$ cat config.mk
export PLATFORM = sky130hd
export DESIGN_NAME = muldiv_unit
export DESIGN_NICKNAME = d
export VERILOG_FILES = /design/src/rtl/muldiv_unit.sv
export SDC_FILE = /design/constraint.sdc
export NUM_CORES = 1
export LEC_CHECK = 0
export ABC_CLOCK_PERIOD_IN_PS = 6100
export BUFFER_PORTS_ARGS = -buffer_cell sky130_fd_sc_hd__buf_4
export CAP_MARGIN = 20
export CORE_ASPECT_RATIO = 0.9
export CORE_UTILIZATION = 40
export CTS_CLUSTER_DIAMETER = 200
export CTS_CLUSTER_SIZE = 30
export DETAILED_ROUTE_END_ITERATION = 8
export REMOVE_ABC_BUFFERS = 1
export SYNTH_ARGS = -nofsm -noshare
export SYNTH_HDL_FRONTEND = slang
export SYNTH_SLANG_ARGS = --single-unit
$ cat constraint.sdc
create_clock -name clk -period 6.1 [get_ports clk]
set_input_delay 0.61 -clock clk [delete_from_list [all_inputs] [get_ports clk]]
set_output_delay 0.61 -clock clk [all_outputs]
set_load 0.02 [all_outputs]
$ cat src/rtl/muldiv_unit.sv
// Iterative multiply/divide unit with architectural HI/LO registers.
// Shift-add multiply or restoring divide, one bit per cycle, then one sign-fix/writeback cycle.
module muldiv_unit #(
  parameter int WIDTH = 32
) (
  input  logic             clk,
  input  logic             rst,
  input  logic             start,
  input  logic [2:0]       op,
  input  logic [WIDTH-1:0] srca,
  input  logic [WIDTH-1:0] srcb,
  output logic             busy,
  output logic             done,
  output logic             div_by_zero,
  output logic [WIDTH-1:0] hi,
  output logic [WIDTH-1:0] lo,
  output logic [1:0]       dbg_state
);

  // Handshake: a request is taken on a rising edge with start=1 and busy=0 (busy is
  // the inverse of ready); mul/div results appear with a one-cycle done pulse.
  typedef enum logic [1:0] {
    IDLE = 2'd0,
    ITER = 2'd1,
    FIX  = 2'd2
  } state_t;

  localparam int CW = (WIDTH > 1) ? $clog2(WIDTH) : 1;
  localparam logic [CW-1:0] LAST = CW'(WIDTH - 1);
  localparam logic [2:0] OP_MTHI = 3'b100;
  localparam logic [2:0] OP_MTLO = 3'b101;

  state_t state, next_state;

  logic [CW-1:0]      cnt;
  logic [WIDTH-1:0]   m_reg;
  logic [WIDTH-1:0]   p_hi;
  logic [WIDTH-1:0]   p_lo;
  logic [WIDTH-1:0]   a_save;
  logic               is_div;
  logic               neg_q;
  logic               neg_r;
  logic               dbz;

  logic               sa;
  logic               sb;
  logic [WIDTH-1:0]   abs_a;
  logic [WIDTH-1:0]   abs_b;
  logic [WIDTH:0]     mul_sum;
  logic [WIDTH:0]     div_shift;
  logic [WIDTH:0]     div_diff;
  logic               div_ge;
  logic [2*WIDTH-1:0] prod;
  logic [2*WIDTH-1:0] prod_fix;
  logic [WIDTH-1:0]   q_fix;
  logic [WIDTH-1:0]   r_fix;

  assign busy      = (state != IDLE);
  assign dbg_state = state;

  always_ff @(posedge clk or posedge rst) begin
    if (rst) state <= IDLE;
    else     state <= next_state;
  end

  always_comb begin
    next_state = state;
    case (state)
      IDLE:    if (start && !op[2]) next_state = ITER;
      ITER:    if (cnt == LAST) next_state = FIX;
      FIX:     next_state = IDLE;
      default: next_state = IDLE;
    endcase
  end

  // Operand conditioning and per-iteration arithmetic.
  always_comb begin
    sa        = ~op[0] & srca[WIDTH-1];
    sb        = ~op[0] & srcb[WIDTH-1];
    abs_a     = sa ? (-srca) : srca;
    abs_b     = sb ? (-srcb) : srcb;
    mul_sum   = {1'b0, p_hi} + (p_lo[0] ? {1'b0, m_reg} : '0);
    div_shift = {p_hi, p_lo[WIDTH-1]};
    div_ge    = (div_shift >= {1'b0, m_reg});
    div_diff  = div_shift - {1'b0, m_reg};
    prod      = {p_hi, p_lo};
    prod_fix  = neg_q ? (-prod) : prod;
    q_fix     = neg_q ? (-p_lo) : p_lo;
    r_fix     = neg_r ? (-p_hi) : p_hi;
  end

  always_ff @(posedge clk or posedge rst) begin
    if (rst) begin
      cnt         <= '0;
      m_reg       <= '0;
      p_hi        <= '0;
      p_lo        <= '0;
      a_save      <= '0;
      is_div      <= 1'b0;
      neg_q       <= 1'b0;
      neg_r       <= 1'b0;
      dbz         <= 1'b0;
      done        <= 1'b0;
      div_by_zero <= 1'b0;
      hi          <= '0;
      lo          <= '0;
    end else begin
      done        <= 1'b0;
      div_by_zero <= 1'b0;
      case (state)
        IDLE: begin
          if (start) begin
            if (!op[2]) begin
              cnt    <= '0;
              is_div <= op[1];
              neg_q  <= sa ^ sb;
              neg_r  <= sa;
              a_save <= srca;
              p_hi   <= '0;
              if (op[1]) begin
                m_reg <= abs_b;
                p_lo  <= abs_a;
                dbz   <= (srcb == '0);
              end else begin
                m_reg <= abs_a;
                p_lo  <= abs_b;
                dbz   <= 1'b0;
              end
            end else if (op == OP_MTHI) begin
              hi <= srca;
            end else if (op == OP_MTLO) begin
              lo <= srca;
            end
          end
        end
        ITER: begin
          cnt <= cnt + 1'b1;
          if (is_div) begin
            if (div_ge) begin
              p_hi <= div_diff[WIDTH-1:0];
              p_lo <= {p_lo[WIDTH-2:0], 1'b1};
            end else begin
              p_hi <= div_shift[WIDTH-1:0];
              p_lo <= {p_lo[WIDTH-2:0], 1'b0};
            end
          end else begin
            p_hi <= mul_sum[WIDTH:1];
            p_lo <= {mul_sum[0], p_lo[WIDTH-1:1]};
          end
        end
        FIX: begin
          done        <= 1'b1;
          div_by_zero <= dbz;
          if (is_div) begin
            // Divide by zero reports all-ones quotient and the untouched dividend.
            if (dbz) begin
              hi <= a_save;
              lo <= '1;
            end else begin
              hi <= r_fix;
              lo <= q_fix;
            end
          end else begin
            {hi, lo} <= prod_fix;
          end
        end
        default: ;
      endcase
    end
  end

endmodule
==> After elaboration in Yosys (flattened, before gate mapping) <==
Cells that the tools add are included.
{ "classes": {"muxes": 40, "eq_ne": 13, "addsub": 8, "bitwise": 5, "n_lt_le_gt_ge": 1, "reduce_logical": 12} }
{ "op_table": {"columns": ["op", "n"], "rows": [
  ["two-way mux 32 bit", 25],
  ["case mux 32 bit (2 select lines)", 4],
  ["negator 32 bit", 4],
  ["two-way mux 64 bit", 1],
  ["negator 64 bit", 1],
  ["adder 32 x 32 -> 33 bit", 1],
  ["greater-or-equal comparator 33 x 32 -> 1 bit", 1],
  ["zero test 32 bit", 1],
  ["subtractor 32 bit", 1],
  ["!= test 2 bit (second input constant)", 8],
  ["two-way mux 5 bit", 2],
  ["case mux 5 bit (2 select lines)", 1],
  ["== test 3 bit (second input constant)", 2],
  ["AND reduction 3 bit", 2],
  ["nonzero test 2 bit", 3],
  ["adder 5 x 1 -> 5 bit (second input constant)", 1],
  ["== test 5 bit (second input constant)", 1],
  ["AND reduction 5 bit", 1],
  ["two-way mux 1 bit", 4],
  ["two-way mux 2 bit", 2],
  ["case mux 2 bit (2 select lines)", 1],
  ["AND reduction 4 bit", 1],
  ["AND 1 bit", 2],
  ["== test 2 x 1 -> 1 bit (second input constant)", 1],
  ["other kinds (7)", 8]
]} }
{ "totals": {"inputBits": 70, "register_bits": 205, "word_cells": 93, "output_inout_bits": 69} }

==> Longest topological paths before layout <==
{ "depth": {"ltp_word": 7, "mapped_depth": 15, "ltp_nobuf": 14} }

==> Worst setup path after synthesis <==
OpenSTA, ideal clock, no wires.
{ "synth_path": {"kind": "register -> register", "from": "register p_lo[0]", "to": "register p_hi[29]", "synth_period_minus_slack_ns": 3.469, "path_slack_ns": 2.631, "setup_ns": 0.139, "arrival_ns": 3.329, "required_ns": 5.961, "path_stages_with_launch": 15, "n_path_buf": 1, "cell_sequence": "dfrtp_1 > inv_1 > clkbuf_1 > nor2_1 > ha_1 > a21o_1 > a21o_1 > a221o_1 > a211o_1 > o2bb2ai_1 > o21ai_0 > a221oi_1 > o21ai_0 > xnor2_1 > o221ai_1"} }
{ "synth_between": {"elab_chain_cells": 4} }
{ "synth_rtl": {"columns": ["element", "line", "source"], "rows": [
  ["start: declaration", "38", "logic [WIDTH-1:0] p_lo;"],
  ["start signal: assignment", "122", "p_lo <= abs_a;"],
  ["start signal: assignment", "126", "p_lo <= abs_b;"],
  ["start signal: assignment", "141", "p_lo <= {p_lo[WIDTH-2:0], 1'b1};"],
  ["two-way mux 32 bit", "82", "mul_sum = {1'b0, p_hi} + (p_lo[0] ? {1'b0, m_reg} : '0);"],
  ["adder 32 x 32 -> 33 bit", "82", null],
  ["two-way mux 32 bit", "138", "if (is_div) begin"],
  ["case mux 32 bit (2 select lines)", "110", "case (state)"],
  ["end signal: assignment", "140", "p_hi <= div_diff[WIDTH-1:0];"],
  ["end signal: assignment", "143", "p_hi <= div_shift[WIDTH-1:0];"],
  ["end signal: assignment", "147", "p_hi <= mul_sum[WIDTH:1];"],
  ["end: declaration", "37", "logic [WIDTH-1:0] p_hi;"]
]} }
No other way between the ends.
A chain may end at the register's enable or synchronous reset.

==> Worst setup path in the final report <==
Same ends and word-level chain as after synthesis.

==> summary by stage <==
Global routing
The total routing usage reported by global routing is 0.277. The via count of the first global-routing pass came to 15700. Entering global routing, the biggest net connects 113 pins. The first-pass GRT wire length is 93300 um.

The final global-route overflow total is 0. The number of antenna violations at the first check in global routing is 0.

Placed design
In this run the tool buffered the top-level ports with 138 buffer cells. Summed over all nets, the half-perimeter wirelength after detailed placement is 44400 um. In this run, placement finished with an instance count of 2770. Once placement finished, the instance area stood at 0.0183 mm2. The worst setup timing slack at the placement stage is 1950 ps.

The congestion estimate from routability-driven global placement came to 0.946.

CTS
The clock-pin slew on the worst setup and hold paths is 130 ps. The setup fix buffers added after clock tree synthesis is 0. Buffers inserted to repair hold after CTS numbered 0. The clock net in this run drives a total of 205 sinks. The tree is rooted in a clkbuf_16. Buffers inserted during clock tree synthesis total 10. The number of H-tree levels is 1. The post-CTS resize count is 0. The deepest clock path buffer count is 3. At the later pin of the worst-skew pair, clock insertion delay measures 500 ps. TritonCTS built the clock tree.

Logic synthesis
The post-synthesis compound-gate area fraction is 0.258. The adder and majority gate portion of the synthesized area is 0.0542. Synthesis inferred 205 register bits.

For this run, the register share of the synthesized area comes to 0.304. The number of warnings reported in the yosys synthesis log is 0. The cell area that synthesis handed to floorplanning was 0.0169 mm2. The post-synthesis share of cell area spent on and, or, nand and nor gates is 0.204. In the synthesized netlist the async set-or-reset flop fraction comes to 1.00.

The parity-gate share of the synthesized area counting xor and xnor cells is 0.0891. After synthesis, the share of cell area in mux cells is 0.0378. The main combinational cell family by area after synthesis is compound AO/OA/AOI/OAI gates. The most used flip-flop cell after synthesis is dfrtp_1. Counting flops with a built-in enable in the synthesized netlist gives 0. The number of distinct library cells after synthesis is 82. The number of instances in the synthesized netlist is 2217. The synthesized area per cell is 7.62 um2.

Finish
The total number of nets in the final design is 2377. The top cell types in the final layout, fill and taps aside, are 359 x nand2_1, 220 x o21ai_0, 207 x a21oi_1, 203 x dfrtp_1, 200 x nor2_1. The final cell area excluding filler cells is 0.0186 mm2. The post-synthesis to final-layout area growth is 9.79%.

The library cell used most frequently in the layout, excluding fill and tap cells, is nand2_1. The number of diodes added for antenna fixing is 0. The utilization after layout is 0.444. For this run, the number of standard cells in the final layout without fillers is 2784. Of the cells placed in the final design, the portion with a size suffix greater than 1 is 0.0966.

Timing
The worst max-slew margin expressed relative to the limit is 0.316. For the finished layout, the period the worst path requires is 4220 ps. The total negative slack is 0 ps. The final max-slew violation count is 0.

The number of hold-slack violations in the final timing report came to 0. Dividing the final minimum period by the clock period gives 0.692. Timing would allow up to 237 MHz. Setup repair after global routing left no endpoint under its margin. Across all setup checks in the final design, the least slack found is 1880 ps. For the pin with the worst max-slew slack, the measured transition is 1030 ps.

The clock skew is 17.6 ps. Across all hold checks on the routed design, the worst slack comes to 253 ps. The setup-violating endpoint count in the final report is 0.

Floorplan
The row count is 71. 139 I/O pins were placed. The floorplan die width is 219 um.

The area of the die is 0.0431 mm2. The core region is 0.0418 mm2. For this configuration, the core starts out at a cell density of 0.405. The height of the die is 197 um.

Worst setup path
The number of cells traversed by the worst register-to-register path is 14. The data required time of the critical path is 6440 ps. The kind of critical path is register to register.

The setup check on the worst reg-to-reg path leaves a slack of 1880 ps. STA classifies the critical path startpoint as a register. The highest net fanout along the worst path is 20.

In this run the critical register-to-register path is launched from p_lo[0]$_DFFE_PP0P_. The worst register-to-register path ends at p_hi[29]$_DFFE_PP0P_. The endpoint arrival time on the critical path is 4570 ps.

The critical path launch point is p_lo[0]$_DFFE_PP0P_. The endpoint type of the worst setup path is a register.

Status
The flow ran to the end, and the final reports show no timing, DRC or antenna violations.

Drt
Summed over all layers, the routed wires come to 60200 um. Using the TritonRoute via totals, the vias-per-cell ratio works out to 6.00. The first detailed-routing pass ran for 5 iterations. The violation count after the first detailed-route iteration is 1588. Dividing the detail-routed wire length by the instance count gives 21.6 um. Once detail routing completed, the nets flagged for antenna violations numbered 0. After detailed routing, the number of remaining DRC violations is 0. The via count is 16700.

Pwr
Summed over all cells, the static leakage comes to 8.02 nW. Of the total power, the share spent switching nets is 0.518. In this run the power spent charging and discharging nets is 5.74 mW. The logic gate share of total power is 0.662.

The power share of the clock group is 0.073. Across the VDD grid, the largest voltage drop is 0.325 mV. The fraction of power consumed by sequential logic is 0.265. The internal power summed over all cells is 5.34 mW. Total power for the finished layout comes to 11.1 mW. In this run the power density over the cells is 597 mW/mm2.

Job
The tool flagged a number of max-cap violations equal to 0.

Worst hold path
The path class of the tightest hold or removal check is primary input to async pin.
[cells by family after synthesis]
kind of cell	Yosys count
AND/OR/NAND/NOR	765
buffers and inverters	236
multiplexers	63
AO/OA/AOI/OAI	704
flip-flops	205
adder cells (fa/ha/maj)	72
XOR/XNOR	172
[cells in the mapped netlist, drive strengths merged, types with 9 or more instances]
| cell type | instances | area share |
|---|---|---|
| a211oi | 14 | 0.0065 |
| a21o | 33 | 0.015 |
| a21oi | 208 | 0.062 |
| a22oi | 14 | 0.0062 |
| a31oi | 19 | 0.0070 |
| a32oi | 36 | 0.019 |
| buf | 17 | 0.0047 |
| clkbuf | 141 | 0.031 |
| dfrtp | 205 | 0.30 |
| ha | 70 | 0.052 |
| inv | 78 | 0.017 |
| mux2i | 56 | 0.033 |
| nand2 | 359 | 0.080 |
| nand2b | 17 | 0.0063 |
| nand3 | 37 | 0.011 |
| nand4 | 13 | 0.0048 |
| nor2 | 201 | 0.045 |
| nor2b | 16 | 0.0059 |
| nor3 | 36 | 0.011 |
| nor4 | 11 | 0.0061 |
| o211ai | 23 | 0.010 |
| o21a | 11 | 0.0049 |
| o21ai | 224 | 0.066 |
| o21bai | 13 | 0.0058 |
| o221ai | 9 | 0.0047 |
| o31ai | 21 | 0.0093 |
| o41ai | 11 | 0.0057 |
| or3 | 18 | 0.0070 |
| or4 | 20 | 0.0093 |
| xnor2 | 82 | 0.042 |
| xor2 | 90 | 0.047 |
[worst max-delay path by stage]
stage / end / cells past startpoint
5_1_grt: p_hi[31]$_DFFE_PP0P_ / 14
3_5_place_dp: p_hi[31]$_DFFE_PP0P_ / 14
4_1_cts: p_hi[29]$_DFFE_PP0P_ / 14
3_3_place_gp: p_hi[29]$_DFFE_PP0P_ / 14
6_report: p_hi[29]$_DFFE_PP0P_ / 14
2_1_floorplan: m_reg[13]$_DFFE_PP0P_ / 4
[critical path: stages, from the launching register on]
cell,delay [ps]
dfrtp_1,480
inv_1,410
buf_4,340
nor2_1,80
ha_1,330
a21o_1,190
a21o_1,170
a221o_1,320
a211o_1,270
o2bb2ai_1,280
o21ai_0,250
a221oi_1,440
o21ai_0,210
xnor2_1,170
o221ai_1,120
[metal layers]
| layer | vias up | global-route usage | wire (um) |
|---|---|---|---|
| li1 | 7909 | - | - |
| met1 | 8081 | 0.413 | 28300 |
| met2 | 635 | 0.428 | 26500 |
| met3 | 76 | 0.0276 | 4120 |
| met4 | 0 | 0.0646 | 1340 |
| met5 | - | 0 | 0 |
[power groups by stage]
stage	clock network, mW	logic, mW	registers (mW)
4_1_cts	0.835	7.26	2.90
5_1_grt	0.874	8.10	3.02
3_5_place_dp	0	7.20	2.93
3_3_place_gp	0	7.11	2.91
6_report	0.815	7.33	2.94
2_1_floorplan	0	5.00	2.94
[layout make-up]
type                       instances  area [um2]
fill                            4335       23200
multi-input combinational       1776       10900
sequential                       205        5130
timing repair buffer             164        1240
tap                              547         684
inverter                          78         300
clock buffer                      13         283
clock inverter                     1        7.51
(Power assumes the default switching activity.)
